`config.mk`:
```
export PLATFORM = sky130hd
export DESIGN_NAME = arbiter_requester
export DESIGN_NICKNAME = d
export VERILOG_FILES = /design/src/rtl/arb_pkg.sv /design/src/rtl/arb_req_channel.sv /design/src/rtl/arbiter_requester.sv
export SDC_FILE = /design/constraint.sdc
export NUM_CORES = 1
export LEC_CHECK = 0
export CORE_UTILIZATION = 54
export CTS_CLUSTER_SIZE = 16
export DETAILED_ROUTE_END_ITERATION = 8
export MAX_ROUTING_LAYER = met4
export PLACE_DENSITY_LB_ADDON = 0.05
export SYNTH_ARGS = -nofsm -noshare
export SYNTH_HDL_FRONTEND = slang
export SYNTH_SLANG_ARGS = --single-unit
```
`constraint.sdc`:
```
create_clock -name clk -period 2.3 [get_ports clk]
set_input_delay 0.23 -clock clk [delete_from_list [all_inputs] [get_ports clk]]
set_output_delay 0.23 -clock clk [all_outputs]
set_load 0.005 [all_outputs]
```
`src/rtl/arb_pkg.sv`:
```
// Shared types and defaults for the arbiter requester.
// ARB_REQ_GRANT_TMO_EN enables the grant-wait watchdog default.
package arb_pkg;

  localparam int unsigned N_DEF         = 4;
  localparam int unsigned BURST_LEN_DEF = 3;
  localparam int unsigned PEND_MAX_DEF  = 7;
`ifdef ARB_REQ_GRANT_TMO_EN
  localparam int unsigned TMO_CYC_DEF   = 31;
`endif

  typedef enum logic [1:0] {
    IDLE    = 2'd0,
    REQ     = 2'd1,
    OWN     = 2'd2,
    RELEASE = 2'd3
  } req_state_t;

  // Bits needed to hold values 0..max_val.
  function automatic int unsigned cnt_width(input int unsigned max_val);
    return (max_val < 1) ? 1 : $clog2(max_val + 1);
  endfunction

endpackage

```
`src/rtl/arb_req_channel.sv`:
```
// One requester channel: request FSM, pending-transaction counter and burst counter.
// ARB_REQ_GRANT_TMO_EN adds a grant-wait watchdog with a tmo_o pulse.
module arb_req_channel
  import arb_pkg::*;
#(
  parameter int unsigned BURST_LEN = BURST_LEN_DEF,
  parameter int unsigned PEND_MAX  = PEND_MAX_DEF,
`ifdef ARB_REQ_GRANT_TMO_EN
  parameter int unsigned TMO_CYC   = TMO_CYC_DEF,
`endif
  localparam int unsigned CNT_W    = cnt_width(PEND_MAX)
) (
  input  logic             clk,
  input  logic             rst,
  input  logic             push_i,
  input  logic             gnt_i,
  output logic             req_o,
  output logic             done_o,
  output logic             ovf_o,
`ifdef ARB_REQ_GRANT_TMO_EN
  output logic             tmo_o,
`endif
  output logic [CNT_W-1:0] pend_cnt_o
);

  localparam int unsigned BW = cnt_width(BURST_LEN);
`ifdef ARB_REQ_GRANT_TMO_EN
  localparam int unsigned TW = cnt_width(TMO_CYC);
`endif

  req_state_t       state_q, state_d;
  logic [BW-1:0]    burst_q, burst_d;
  logic [CNT_W-1:0] pend_q, pend_d;
  logic             req_q, req_d;
  logic             ovf_q, ovf_d;
  logic             done_c;
  logic             last_beat_c;
`ifdef ARB_REQ_GRANT_TMO_EN
  logic [TW-1:0]    wait_q, wait_d;
  logic             tmo_q, tmo_d;
  logic             tmo_hit_c;
`endif

  // Final granted cycle of the burst (REQ covers the single-beat case).
  assign last_beat_c = gnt_i &&
                       (((state_q == REQ) && (BURST_LEN == 1)) ||
                        ((state_q == OWN) && (burst_q == BW'(BURST_LEN - 1))));
`ifdef ARB_REQ_GRANT_TMO_EN
  assign tmo_hit_c = (state_q == REQ) && !gnt_i && (wait_q == TW'(TMO_CYC - 1));
`endif

  // State and counter registers.
  always_ff @(posedge clk) begin
    if (rst) begin
      state_q <= IDLE;
      burst_q <= '0;
      pend_q  <= '0;
      req_q   <= 1'b0;
      ovf_q   <= 1'b0;
`ifdef ARB_REQ_GRANT_TMO_EN
      wait_q  <= '0;
      tmo_q   <= 1'b0;
`endif
    end else begin
      state_q <= state_d;
      burst_q <= burst_d;
      pend_q  <= pend_d;
      req_q   <= req_d;
      ovf_q   <= ovf_d;
`ifdef ARB_REQ_GRANT_TMO_EN
      wait_q  <= wait_d;
      tmo_q   <= tmo_d;
`endif
    end
  end

  // Next-state logic; a dropped grant in OWN simply pauses the burst.
  always_comb begin
    state_d = state_q;
    burst_d = burst_q;
`ifdef ARB_REQ_GRANT_TMO_EN
    wait_d  = '0;
`endif
    case (state_q)
      IDLE: begin
        if (pend_q != '0) state_d = REQ;
      end
      REQ: begin
        if (last_beat_c) begin
          state_d = RELEASE;
          burst_d = '0;
        end else if (gnt_i) begin
          state_d = OWN;
          burst_d = BW'(1);
`ifdef ARB_REQ_GRANT_TMO_EN
        end else if (tmo_hit_c) begin
          state_d = RELEASE;
        end else begin
          wait_d  = wait_q + TW'(1);
`endif
        end
      end
      OWN: begin
        if (last_beat_c) begin
          state_d = RELEASE;
          burst_d = '0;
        end else if (gnt_i) begin
          burst_d = burst_q + BW'(1);
        end
      end
      RELEASE: begin
        state_d = (pend_q != '0) ? REQ : IDLE;
      end
      default: state_d = IDLE;
    endcase
  end

  // Output and pending-count logic; push and done together cancel out.
  always_comb begin
    req_d  = (state_d == REQ) || (state_d == OWN);
    done_c = last_beat_c;
    ovf_d  = 1'b0;
    pend_d = pend_q;
`ifdef ARB_REQ_GRANT_TMO_EN
    tmo_d  = tmo_hit_c;
`endif
    case ({push_i, done_c})
      2'b10: begin
        if (pend_q == CNT_W'(PEND_MAX)) ovf_d = 1'b1;
        else                            pend_d = pend_q + CNT_W'(1);
      end
      2'b01:   pend_d = pend_q - CNT_W'(1);
      default: pend_d = pend_q;
    endcase
  end

  assign req_o      = req_q;
  assign done_o     = done_c;
  assign ovf_o      = ovf_q;
  assign pend_cnt_o = pend_q;
`ifdef ARB_REQ_GRANT_TMO_EN
  assign tmo_o      = tmo_q;
`endif

endmodule

```
`src/rtl/arbiter_requester.sv`:
```
// N-channel requester for a round-robin arbiter, with a grant-protocol checker.
// ARB_REQ_GRANT_TMO_EN adds the tmo_o port and per-channel grant-wait watchdogs.
module arbiter_requester
  import arb_pkg::*;
#(
  parameter int unsigned N         = N_DEF,
  parameter int unsigned BURST_LEN = BURST_LEN_DEF,
  parameter int unsigned PEND_MAX  = PEND_MAX_DEF,
`ifdef ARB_REQ_GRANT_TMO_EN
  parameter int unsigned TMO_CYC   = TMO_CYC_DEF,
`endif
  localparam int unsigned CNT_W    = cnt_width(PEND_MAX)
) (
  input  logic               clk,
  input  logic               rst,
  input  logic [N-1:0]       push_i,
  input  logic [N-1:0]       gnt_i,
  output logic [N-1:0]       req_o,
  output logic [N*CNT_W-1:0] pend_cnt_o,
  output logic [N-1:0]       done_o,
  output logic [N-1:0]       ovf_o,
`ifdef ARB_REQ_GRANT_TMO_EN
  output logic [N-1:0]       tmo_o,
`endif
  output logic               err_multi_o,
  output logic               err_unreq_o
);

  logic err_multi_q;
  logic err_unreq_q;

  // Independent channel instances.
  for (genvar i = 0; i < N; i++) begin : g_ch
    arb_req_channel #(
      .BURST_LEN (BURST_LEN),
`ifdef ARB_REQ_GRANT_TMO_EN
      .TMO_CYC   (TMO_CYC),
`endif
      .PEND_MAX  (PEND_MAX)
    ) u_ch (
      .clk        (clk),
      .rst        (rst),
      .push_i     (push_i[i]),
      .gnt_i      (gnt_i[i]),
      .req_o      (req_o[i]),
      .done_o     (done_o[i]),
      .ovf_o      (ovf_o[i]),
`ifdef ARB_REQ_GRANT_TMO_EN
      .tmo_o      (tmo_o[i]),
`endif
      .pend_cnt_o (pend_cnt_o[i*CNT_W +: CNT_W])
    );
  end

  // Grant protocol checker; reporting only, one cycle behind the grant.
  always_ff @(posedge clk) begin
    if (rst) begin
      err_multi_q <= 1'b0;
      err_unreq_q <= 1'b0;
    end else begin
      err_multi_q <= ($countones(gnt_i) > 1);
      err_unreq_q <= |(gnt_i & ~req_o);
    end
  end

  assign err_multi_o = err_multi_q;
  assign err_unreq_o = err_unreq_q;

endmodule

```
* After elaboration in Yosys (flattened, before gate mapping)
Index checks and enable logic that the tools add are counted.
** Storage, ports and cells
- Bits in registers :: 38
- Latch bits :: 0
- Bits in writable memories :: 0
- Bits in read-only memories :: 0
- Input bits :: 10
- Memories kept :: 0
** Cells by class
- $add $sub $neg :: 15
- Multiply operators :: 0
- Divide/modulo/power cells :: 0
- $lt $le $gt $ge :: 1
- Eq/ne operators :: 48
- Shift operators :: 0
- Mux-type cells :: 56
- Bitwise gates (word level) :: 6
- Reduce and logical (&&, ||, !) cells :: 41
** Operators by type and width (count)
- two-way mux 2 bit :: 32
- == test 2 bit, second input constant :: 20
- one-hot mux 2 bit (4 select lines) :: 4
- == test 2 x 1 -> 1 bit, second input constant :: 12
- inequality test 3 x 2 -> 1 bit, second input constant :: 8
- one-hot mux 3 bit (2 select lines) :: 4
- one-hot mux 2 bit (2 select lines) :: 4
- nonzero test 2 bit :: 8
- adder 3 x 1 -> 3 bit, second input constant :: 4
- == test 3 bit, second input constant :: 4
- two-way mux 3 bit :: 4
- AND reduction 3 bit :: 4
- nonzero test 3 bit :: 4
- subtractor 3 x 1 -> 3 bit, second input constant :: 4
- adder 2 x 1 -> 2 bit, second input constant :: 4
- logical AND 1 bit :: 8
- logical NOT 2 bit :: 4
- two-way mux 1 bit :: 8
- inequality test 2 bit, second input constant :: 4
- AND reduction 2 bit :: 4
- OR reduction 2 bit :: 4
- adder 1 x 1 -> 2 bit :: 2
- bitwise AND 4 bit :: 1
- logical OR 1 bit :: 4
- other kinds (5) :: 8

* Depth between registers and ports, before layout
Gate-level depths: netlist of run 1.
- Depth in word-level cells :: 7
- Gate-level depth with buffers :: 9
- Depth with buffers taken out :: 9

* Hierarchy
From an unflattened synthesis of run 1, not the netlist that was laid out.
** Unflattened totals
- Cell total of the unflattened synthesis :: 257
- Area total of the unflattened synthesis :: 2165.8 µm²
** Modules (own cells, without submodules)
- arb_req_channel :: instances 4, cells each 61, area an instance 510.5 µm²
- arbiter_requester :: instances 1, cells each 13, area an instance 123.9 µm²

* Least setup slack after synthesis of run 1
No wires, ideal clock.
- Path type :: register to register
- From :: register g_ch[1].u_ch.burst_q[0]
- To :: register g_ch[1].u_ch.pend_q[2]
- Library setup time :: 0.130 ns
- Arrival :: 1.875 ns
- Data required time :: 2.170 ns
- Slack :: 0.295 ns
- Stages on the path, launching flop included :: 10
- Buffers on the path :: 1
- Cells stage by stage :: dfxtp_1 -> inv_1 -> ha_1 -> and4b_1 -> buf_6 -> nand2_1 -> fa_1 -> nor4b_4 -> o21ai_1 -> nor3b_2
** On the way
- Word-level cells in the longest chain between the ends :: 6
- Elaborated cells on any way between the ends :: 9
- Classes of those cells :: eq/ne: 4; mux: 1; reduce/logical: 4
** RTL lines
- from (decl) :: RTL line arb_req_channel.sv:32 : logic [BW-1:0] burst_q, burst_d;
- from (signal assigned) :: RTL line arb_req_channel.sv:66 : burst_q <= burst_d;
- == test 2 bit * :: RTL line arb_req_channel.sv:47 : ((state_q == OWN) && (burst_q == BW'(BURST_LEN - 1))));
- logical AND 1 bit * :: RTL line arb_req_channel.sv:47
- logical AND 1 bit * :: RTL line arb_req_channel.sv:45 : assign last_beat_c = gnt_i &&
- named net g_ch[1].u_ch.done_o :: RTL line arb_req_channel.sv:18 : output logic done_o,
- == test 2 bit or == test 2 x 1 -> 1 bit (tied branches) :: RTL line arb_req_channel.sv:127 : case ({push_i, done_c})
- inequality test 2 bit (no line) or nonzero test 2 bit (tied branches)
- AND reduction 2 bit (no line)
- to (signal assigned) :: RTL line arb_req_channel.sv:67 : pend_q <= pend_d;
- to (decl) :: RTL line arb_req_channel.sv:33 : logic [CNT_W-1:0] pend_q, pend_d;
The timed path passes the listed nets; every way through them passes the cells marked *.
A chain may end at the register's enable or synchronous reset.

* Worst setup path in the final report of run 1
- From :: register g_ch[0].u_ch.burst_q[0]
- To :: output port done_o[0]
** On the way
- Word-level cells in the longest chain between the ends :: 3
** RTL lines
- from (decl) :: RTL line arb_req_channel.sv:32
- from (signal assigned) :: RTL line arb_req_channel.sv:66
- == test 2 bit :: RTL line arb_req_channel.sv:47
- logical AND 1 bit :: RTL line arb_req_channel.sv:47
- logical AND 1 bit :: RTL line arb_req_channel.sv:45
- to (decl) :: RTL line arbiter_requester.sv:20 : output logic [N-1:0] done_o,
Every way passes these cells.

==> impl.org, run 1 <==
** Logic synthesis
- In the synthesized netlist, the cells that appear most often are dfxtp_1 (38), nor2_1 (34), nand2_1 (25).
- Syn Nets :: 293
- Yosys instantiated no cell more often than dfxtp_1.
- In this run, synthesis inferred 0 flip-flops with an integrated enable.
- The synthesized design spends more area on one cell type than any other, namely dfxtp_1.
- In the synthesized netlist the dominant register cell turns out to be dfxtp_1.
- Yosys warnings :: 0
- In this run, synthesis produced a sequential element count of 38.
- Proportion of register bits with asynchronous set or reset after synthesis :: 0%
- Yosys attributes the largest share of cell area to dfxtp_1 (34%), nor2_1 (5.6%), buf_4 (4.6%).
- Summed over its instances, the top area cell type makes up 33.55% of the synthesized netlist area.
- Cells after synthesis :: 274
- Distinct cell type count of the synthesized netlist :: 48
- The share of the Yosys chip area taken by registers is 33.55%.
- Mean cell area of the mapped netlist :: 8.274 µm²
- After synthesis the cells add up to 2267 µm².

** Place
- After detailed placement, the total cell area comes to 2605 µm².
- The congestion estimate from routability-driven global placement came to 0.7762.
- The wire-length estimate of the detail-placed layout is 3039 µm.
- Number of placed instances with taps included :: 344
- Port Buffer Count :: 35

** CTS
- CTS sink cnt :: 38
- Post-cts gate resize count :: 0
- In this run, post-CTS hold repair placed 0 buffers.
- The H-tree was split into 2 levels.
- Counting along the longest clock path gives a buffer depth of 2.
- Clock latency on the worst-skew pair :: 0.29 ns
- Clock tree synthesis selected as its root buffer the cell clkbuf_8.
- Count of buffers added by post-CTS timing repair for setup :: 0
- TritonCTS built the clock tree.
- Buffers inserted during clock tree synthesis total 5.
- Clock-pin transition on the worst setup and hold timing paths :: 0.07 ns

** Pwr
- Power density over cell area :: 605.6 nW/µm²
- Clock share of power :: 28.8%
- The internal portion of the total power is 0.001156 W.
- Peak ir drop on the vdd network :: 0.3348 mV
- Sequential share of power :: 49.1%
- Summed over all cells, the static leakage comes to 1.100 nW.
- The design draws 0.001633 W.
- Of the total power, combinational logic draws 22.1%.
- Net switching power :: 0.0004765 W
- In this run switching power makes up 29.18% of total power.

** Floorplanning
- The die is 66.80 µm wide.
- I/O pin count :: 36
- Std cell rows :: 23
- Area of the core :: 4029 µm²
- Initial core utilization :: 56.27%
- Die height :: 66.80 µm
- Die Footprint :: 4462 µm²

** Worst setup path
- Following the worst setup path forward leads to its endpoint at done_o[0].
- Startpoint of the most critical register-to-register path :: g_ch[0].u_ch.burst_q[0]
- By startpoint and endpoint, the worst setup path is classified as flop to output pin.
- Buf/Inv on CP :: 4
- The critical path crosses 6 cells after its start point.
- Length in cells of the worst reg-to-reg path :: 9
- Tracing the worst setup path back leads to its startpoint at g_ch[0].u_ch.burst_q[0].
- The slowest stage of the critical path is the clkdlybuf4s50_1 cell.
- Critical path peak fanout :: 9
- Data on the critical path is required at its endpoint by 2.07 ns.
- Type of element launching the critical path :: flop
- The setup check on the worst reg-to-reg path leaves a slack of 0.29 ns.
- The largest single stage delay on the critical path is 0.50 ns.
- The worst register-to-register path ends at g_ch[0].u_ch.pend_cnt_o[2].
- Worst path cell trace :: inv_1 > ha_1 > nand4b_4 > buf_4 > clkinv_1 > clkdlybuf4s50_1
- Crit-path leading delay family :: buffers and inverters
- The worst setup path is captured at an output pin.
- At the worst endpoint, the arrival time is 1.85 ns.

** Layout
- 0 antenna diodes ended up in the layout.
- From synthesis to final layout, the design area changed by 18.93%.
- The finished cells cover 2696 µm².
- FF+latch area :: 760.7 µm²
- Area occupied by multi-input gates :: 1246 µm²
- Post-layout nets :: 320
- Fillers :: 357
- Proportion of layout cells with a drive suffix above 1 :: 10.26%
- After the flow finishes, the layout carries non-filler instances totaling 352.

** Routing
- The routed layout has 1932 vias.
- Number of nets with antenna violations after detailed routing :: 0
- Dividing the detail-routed wire length by the instance count gives 12.08 µm.
- First-pass iteration count of the detailed router :: 4
- Via-per-instance ratio :: 5.489
- In the routed design, unresolved DRC markers number 0.
- Summed over all layers, the routed wires come to 4253 µm.
- Number of DRC markers in iteration 0 :: 126

** Timing
- Sum of negative setup slack :: 0 ns
- Final number of hold-violating endpoints :: 0
- At the pin with the least slew margin, the transition time is 0.4159 ns.
- Final worst path period need :: 2.080 ns
- Worst slew margin :: 72.06%
- Setup violations remaining at the end of the flow were counted as 0.
- Timing would allow up to 480.7 MHz.
- Fraction of the cycle the final worst path needs :: 90.44%
- Unrepaired setup endpoints after global routing :: false
- The number of slew-limit violations in the final report was 0.
- Worst Skew :: 0.006054 ns

** Worst hold path
- Class of the most critical hold timing path :: flop to flop

** Global route
- Maximum number of pins on one net before global-route repair :: 40
- GRT Residual Overflow :: 0
- Wire length of the first global-routing pass :: 7500 µm
- The via count of the first global-routing pass was 1741.
- Global routing consumed, over all layers together, 22.62% of the routing resources.
- Initial antenna violation count :: 0

** Run status
- Status :: finished, final reports clean

** Job
- Maxcap violations :: 0
==> kinds of logic after synthesis <==
group	share of synthesized area (%)
simple gates	26.43
mux	2.373
xor+xnor	0.3864
fa+ha+maj	6.623
compound gates	19.15
buf+inv	11.48
flops	33.55
==> layout by cell type, fill, tap and decap left out, types with 3 or more instances in the layout <==
cell type        netlist  routed
o21ai_0               10      10
nand4b_4               3       3
dfxtp_1               38      38
clkdlybuf4s50_1        0      35
nor2b_1                4       4
nand3_1               10      10
a211oi_1               8       8
a31oi_1                5       5
fa_1                   5       5
nand2_1               25      25
nor3_1                 9       9
a22o_1                 3       3
nor3b_1                3       3
clkbuf_8               0       6
inv_1                 22      22
a21oi_1               14      14
nor4_1                 4       4
ha_1                   4       4
mux2_2                 3       3
a311oi_1               6       6
nor2_1                34      34
nand2b_1               4       4
buf_4                 14      10
a22oi_1                3       3
==> area by class of cell <==
type	count	area share, %
sequential	38	28.21
multi-input combinational	186	46.22
inverter	24	3.341
timing repair buffer	46	16.52
clock buffer	7	3.202
clock inverter	1	0.1856
tap	50	2.320
==> power by group through the flow <==
stage,Combinational [W],Sequential [W],Clock [W]
global route,0.000417,0.000814,0.000507
CTS,0.000364,0.000801,0.000485
global placement,0.000356,0.000814,0
detailed placement,0.000362,0.000815,0
floorplan,0.000294,0.000769,0
finish,0.000362,0.000801,0.000470
==> worst register-to-register path: stages, from the launching register on <==
cell,delay [ns]
dfxtp_1,0.31
inv_1,0.09
ha_1,0.27
nand4b_4,0.13
nor2_1,0.14
inv_1,0.07
fa_1,0.40
nor3b_1,0.17
a211oi_1,0.26
nor3_2,0.06
==> per-layer routing <==
metal / vias to the layer above / global-route usage, % / wire length (µm)
met1: 883 / 27.50 / 2065
met3: 7 / 5.137 / 150
met2: 30 / 36.99 / 1981
li1: 1012 / - / -
met4: 0 / 7.181 / 57
met5: - / - / 0
==> flip-flops by register name, summed over array words and instances (netlist names) <==
register / count
err_unreq_o: 1
g_ch.u_ch.ovf_o: 4
g_ch.u_ch.burst_q: 8
g_ch.u_ch.pend_cnt_o: 12
g_ch.u_ch.state_q: 8
err_multi_o: 1
g_ch.u_ch.req_o: 4
==> stage by stage <==
stage          worst slack (ns)  util [%]  hold WS, ns
2_1_floorplan            0.2951         -       0.3266
3_3_place_gp             0.2187     64.66       0.4782
3_5_place_dp             0.1846     64.66       0.4934
4_1_cts                  0.2106     66.93       0.5022
5_1_grt                 0.03945     66.93       0.5463
6_report                 0.2198     66.93       0.4982
==> worst min-delay path by stage <==
stage,start,to,slack [ns],cells past startpoint
final,g_ch[3].u_ch.burst_q[0],g_ch[3].u_ch.burst_q[0],0.50,2
after global routing,g_ch[3].u_ch.burst_q[0],g_ch[3].u_ch.burst_q[0],0.55,2
after CTS,g_ch[3].u_ch.burst_q[0],g_ch[3].u_ch.burst_q[0],0.50,2
after detailed placement,g_ch[3].u_ch.burst_q[0],g_ch[3].u_ch.burst_q[0],0.49,2
after global placement,g_ch[1].u_ch.burst_q[0],g_ch[1].u_ch.burst_q[0],0.48,2
after floorplan,push_i[2],g_ch[2].u_ch.pend_cnt_o[1],0.33,1
No activity file was read; power rests on OpenSTA's default activity.
==> inputs of run 2 (changes only) <==
--- a/config.mk
+++ b/config.mk
@@ -13,3 +13,4 @@
 export SYNTH_ARGS = -nofsm -noshare
 export SYNTH_HDL_FRONTEND = slang
 export SYNTH_SLANG_ARGS = --single-unit
+export TNS_END_PERCENT = 50
==> results of run 2 <==
The final DEF is identical to that of run 1; final timing and power are the same.
==> inputs of run 3 (changes only) <==
--- a/config.mk
+++ b/config.mk
@@ -10,6 +10,7 @@
 export DETAILED_ROUTE_END_ITERATION = 8
 export MAX_ROUTING_LAYER = met4
 export PLACE_DENSITY_LB_ADDON = 0.05
+export SETUP_SLACK_MARGIN = 0.15
 export SYNTH_ARGS = -nofsm -noshare
 export SYNTH_HDL_FRONTEND = slang
 export SYNTH_SLANG_ARGS = --single-unit
==> impl.org, run 3 (synthesis gave the netlist of run 1 again) <==
** Run status
- Status :: finished, final reports clean

** CTS
- Count of buffers added by post-CTS timing repair for setup :: 0 (unchanged)
- The number of hold-repair buffers added at the cts stage was 0 (unchanged).
- CTS sink cnt :: 38 (unchanged)
- Clock Tree Buf Depth :: 2 (unchanged)
- H-Tree Level Count :: 2 (unchanged)
- Root buffer cell :: clkbuf_8
- Clock-pin transition on the worst setup and hold timing paths :: 0.07 ns (about the same)
- Clock latency on the worst-skew pair :: 0.29 ns (about the same)
- Clock tree from TritonCTS :: yes
- The number of buffers inserted during clock tree synthesis came to 5 (unchanged).

** Timing
- Achievable clock frequency :: 497.4 MHz (+3.5%)
- Unrepaired setup endpoints after global routing :: true
- The portion of the clock cycle consumed by the worst path in the final layout was 87.42% (-3.0 points).
- Worst Skew :: 0.006054 ns (-0.00000003000 ns)
- The headroom to the max-slew limit came to 72.04% (about the same).
- Sum of negative setup slack :: 0 ns (unchanged)
- The number of slew-limit violations in the final report was 0 (unchanged).
- Total of endpoints with negative setup slack in the final report :: 0 (unchanged)
- Final number of hold-violating endpoints :: 0 (unchanged)
- The actual slew at the worst max-slew pin was 0.4163 ns (+0.0003021 ns).
- Final worst path period need :: 2.011 ns (-0.06962 ns)

** Layout
- Post-layout nets :: 320 (unchanged)
- The library cell used most frequently in the layout, excluding fill and tap cells, is dfxtp_1.
- The flip-flop count of the largest register after layout was 12 (unchanged).
- The total non-filler cell area in the finished layout is 2714 µm² (+0.65%).
- Proportion of layout cells with a drive suffix above 1 :: 10.93% (+0.66 points)
- Commonest non-fill, non-tap cells in the layout :: dfxtp_1 (38), clkdlybuf4s50_1 (35), nor2_1 (34), nand2_1 (25), inv_1 (22)
- Layout-stage area growth over the synthesis result :: 19.70%
- The number of antenna cells inserted was 0 (unchanged).
- Fillers :: 353 (-1.1%)
- The multi-input logic area came to 1264 µm² (+1.4%).
- The register cell area after layout came to 760.7 µm² (unchanged).

** Floorplanning
- I/O pin count :: 36 (unchanged)
- The count of standard-cell rows came to 23 (unchanged).
- Die height :: 66.80 µm (unchanged)
- The chip width came to 66.80 µm (unchanged).
- Area of the core :: 4029 µm² (unchanged)
- The full die area is 4462 µm² (unchanged).
- The effective utilization at floorplan was 56.27% (unchanged).

** Worst setup path
- The largest stage delay on the critical path came to 0.50 ns (about the same).
- Required time of the critical path :: 2.07 ns (about the same)
- Traced cell by cell, the critical path runs through inv_1 > ha_1 > and4b_1 > buf_4 > clkdlybuf4s50_1.
- Crit path kind :: flop to output pin
- Worst R2R Setup Slack :: 0.30 ns (about the same)
- Buf/Inv on CP :: 3 (-1)
- Crit-path leading delay family :: buffers and inverters
- Critical path peak fanout :: 6 (-3)
- Arrival time at the worst endpoint :: 1.78 ns (-0.07 ns)
- The worst setup path is launched from a flop.
- The slowest stage of the critical path belongs to the cell clkdlybuf4s50_1.
- Capturing element type of the critical path :: output pin

** Routing
- The routed via count came to 1940 (+0.41%).
- The iteration-0 DRC count of the detailed router is 124 (-1.6%).
- The routed wirelength normalized by instance count was 12.20 µm (+0.94%).
- First-pass iteration count of the detailed router :: 4 (unchanged)
- The remaining design rule violation count came to 0 (unchanged).
- The detailed-route vias per instance was 5.511 (+0.41%).
- Routed wire length :: 4293 µm (+0.94%)
- The post-route antenna net violation count was 0 (unchanged).

** Global route
- GRT Residual Overflow :: 0 (unchanged)
- Initial antenna violation count :: 0 (unchanged)
- The largest net degree at the start of global routing was 40 (unchanged).
- The all-layer global routing usage was 22.62% (unchanged).
- Via count of the first global-routing pass :: 1741 (unchanged)
- Wire length of the first global-routing pass :: 7500 µm (unchanged)

** Pwr
- The standby leakage power came to 1.101 nW (+0.11%).
- Power density over cell area :: 603.8 nW/µm² (-0.31%)
- Peak ir drop on the vdd network :: 0.3486 mV (+4.1%)

** Place
- The final weighted congestion in routability-driven placement is 0.7762 (unchanged).
- The placed instance area was 2605 µm² (unchanged).
- The number of buffers inserted by port buffering was 35 (unchanged).
- The HPWL after detailed placement came to 3039 µm (unchanged).

** Job
- The max-cap violation count is 0 (unchanged).

** Worst hold path
- In this run the worst hold path is classified as flop to flop.
-- run 3: cell counts in the layout (fill, tap and decap cells not counted) --
Identical to the previous run, type by type.
-- run 3: per-stage QoR --
step                      total power [W]  hold slack (ns)  cells  util [%]  worst slack, ns
final                            0.001639           0.4982    352     67.36           0.2894
after global placement           0.001169           0.4782    344     64.66           0.2187
after CTS                        0.001650           0.5022    352     66.93           0.2106
after global routing             0.001743           0.5463    352     67.36           0.1035
after detailed placement         0.001177           0.4934    344     64.66           0.1846
after floorplan                  0.001063           0.3266    274         -           0.2951
-- run 3: layout make-up --
| cell class | instances | share of cell area [%] |
|---|---|---|
| clock buffers | 7 | 3.181 |
| clock inverters | 1 | 0.1844 |
| inverters | 24 | 3.320 |
| multi-input cells | 186 | 46.57 |
| flip-flops and latches | 38 | 28.03 |
| well taps | 50 | 2.305 |
| repair buffers | 46 | 16.41 |
-- run 3: routing by layer --
metal	up-vias	global-route usage (%)	part of all wire, %
met5	-	-	0
met4	0	7.181	1.3
met3	7	5.137	3.7
met2	34	36.99	46
met1	887	27.50	49
li1	1012	-	-
-- run 3: what timing repair did --
action | CTS | global route
endpoints found under the hold margin | 0 | 0
resized for setup | 0 | 3
endpoints found under the setup margin | 0 | 4
-- run 3: final timing paths --
path                                         startpoint                          to  cells past startpoint
worst max-delay path            g_ch[1].u_ch.burst_q[0]                   done_o[1]                      5
worst min-delay path            g_ch[3].u_ch.burst_q[0]     g_ch[3].u_ch.burst_q[0]                      2
worst max register to register  g_ch[2].u_ch.burst_q[0]  g_ch[2].u_ch.pend_cnt_o[2]                      8
worst min register to register  g_ch[3].u_ch.burst_q[0]     g_ch[3].u_ch.burst_q[0]                      2
-- run 3: worst reg2reg max path, stage by stage (launching register included) --
cell      delay, ns
dfxtp_1        0.31
inv_1          0.09
ha_1           0.26
nand4b_4       0.16
nor2_1         0.15
inv_1          0.07
fa_1           0.42
a221oi_1       0.33
a211oi_2       0.08
-- run 3: report_power, final --
part / internal, W / total, W / switching (W)
combinational: 0.000198 / 0.000367 / 0.000169
clock: 0.000242 / 0.000471 / 0.000229
sequential: 0.000718 / 0.000801 / 0.0000827
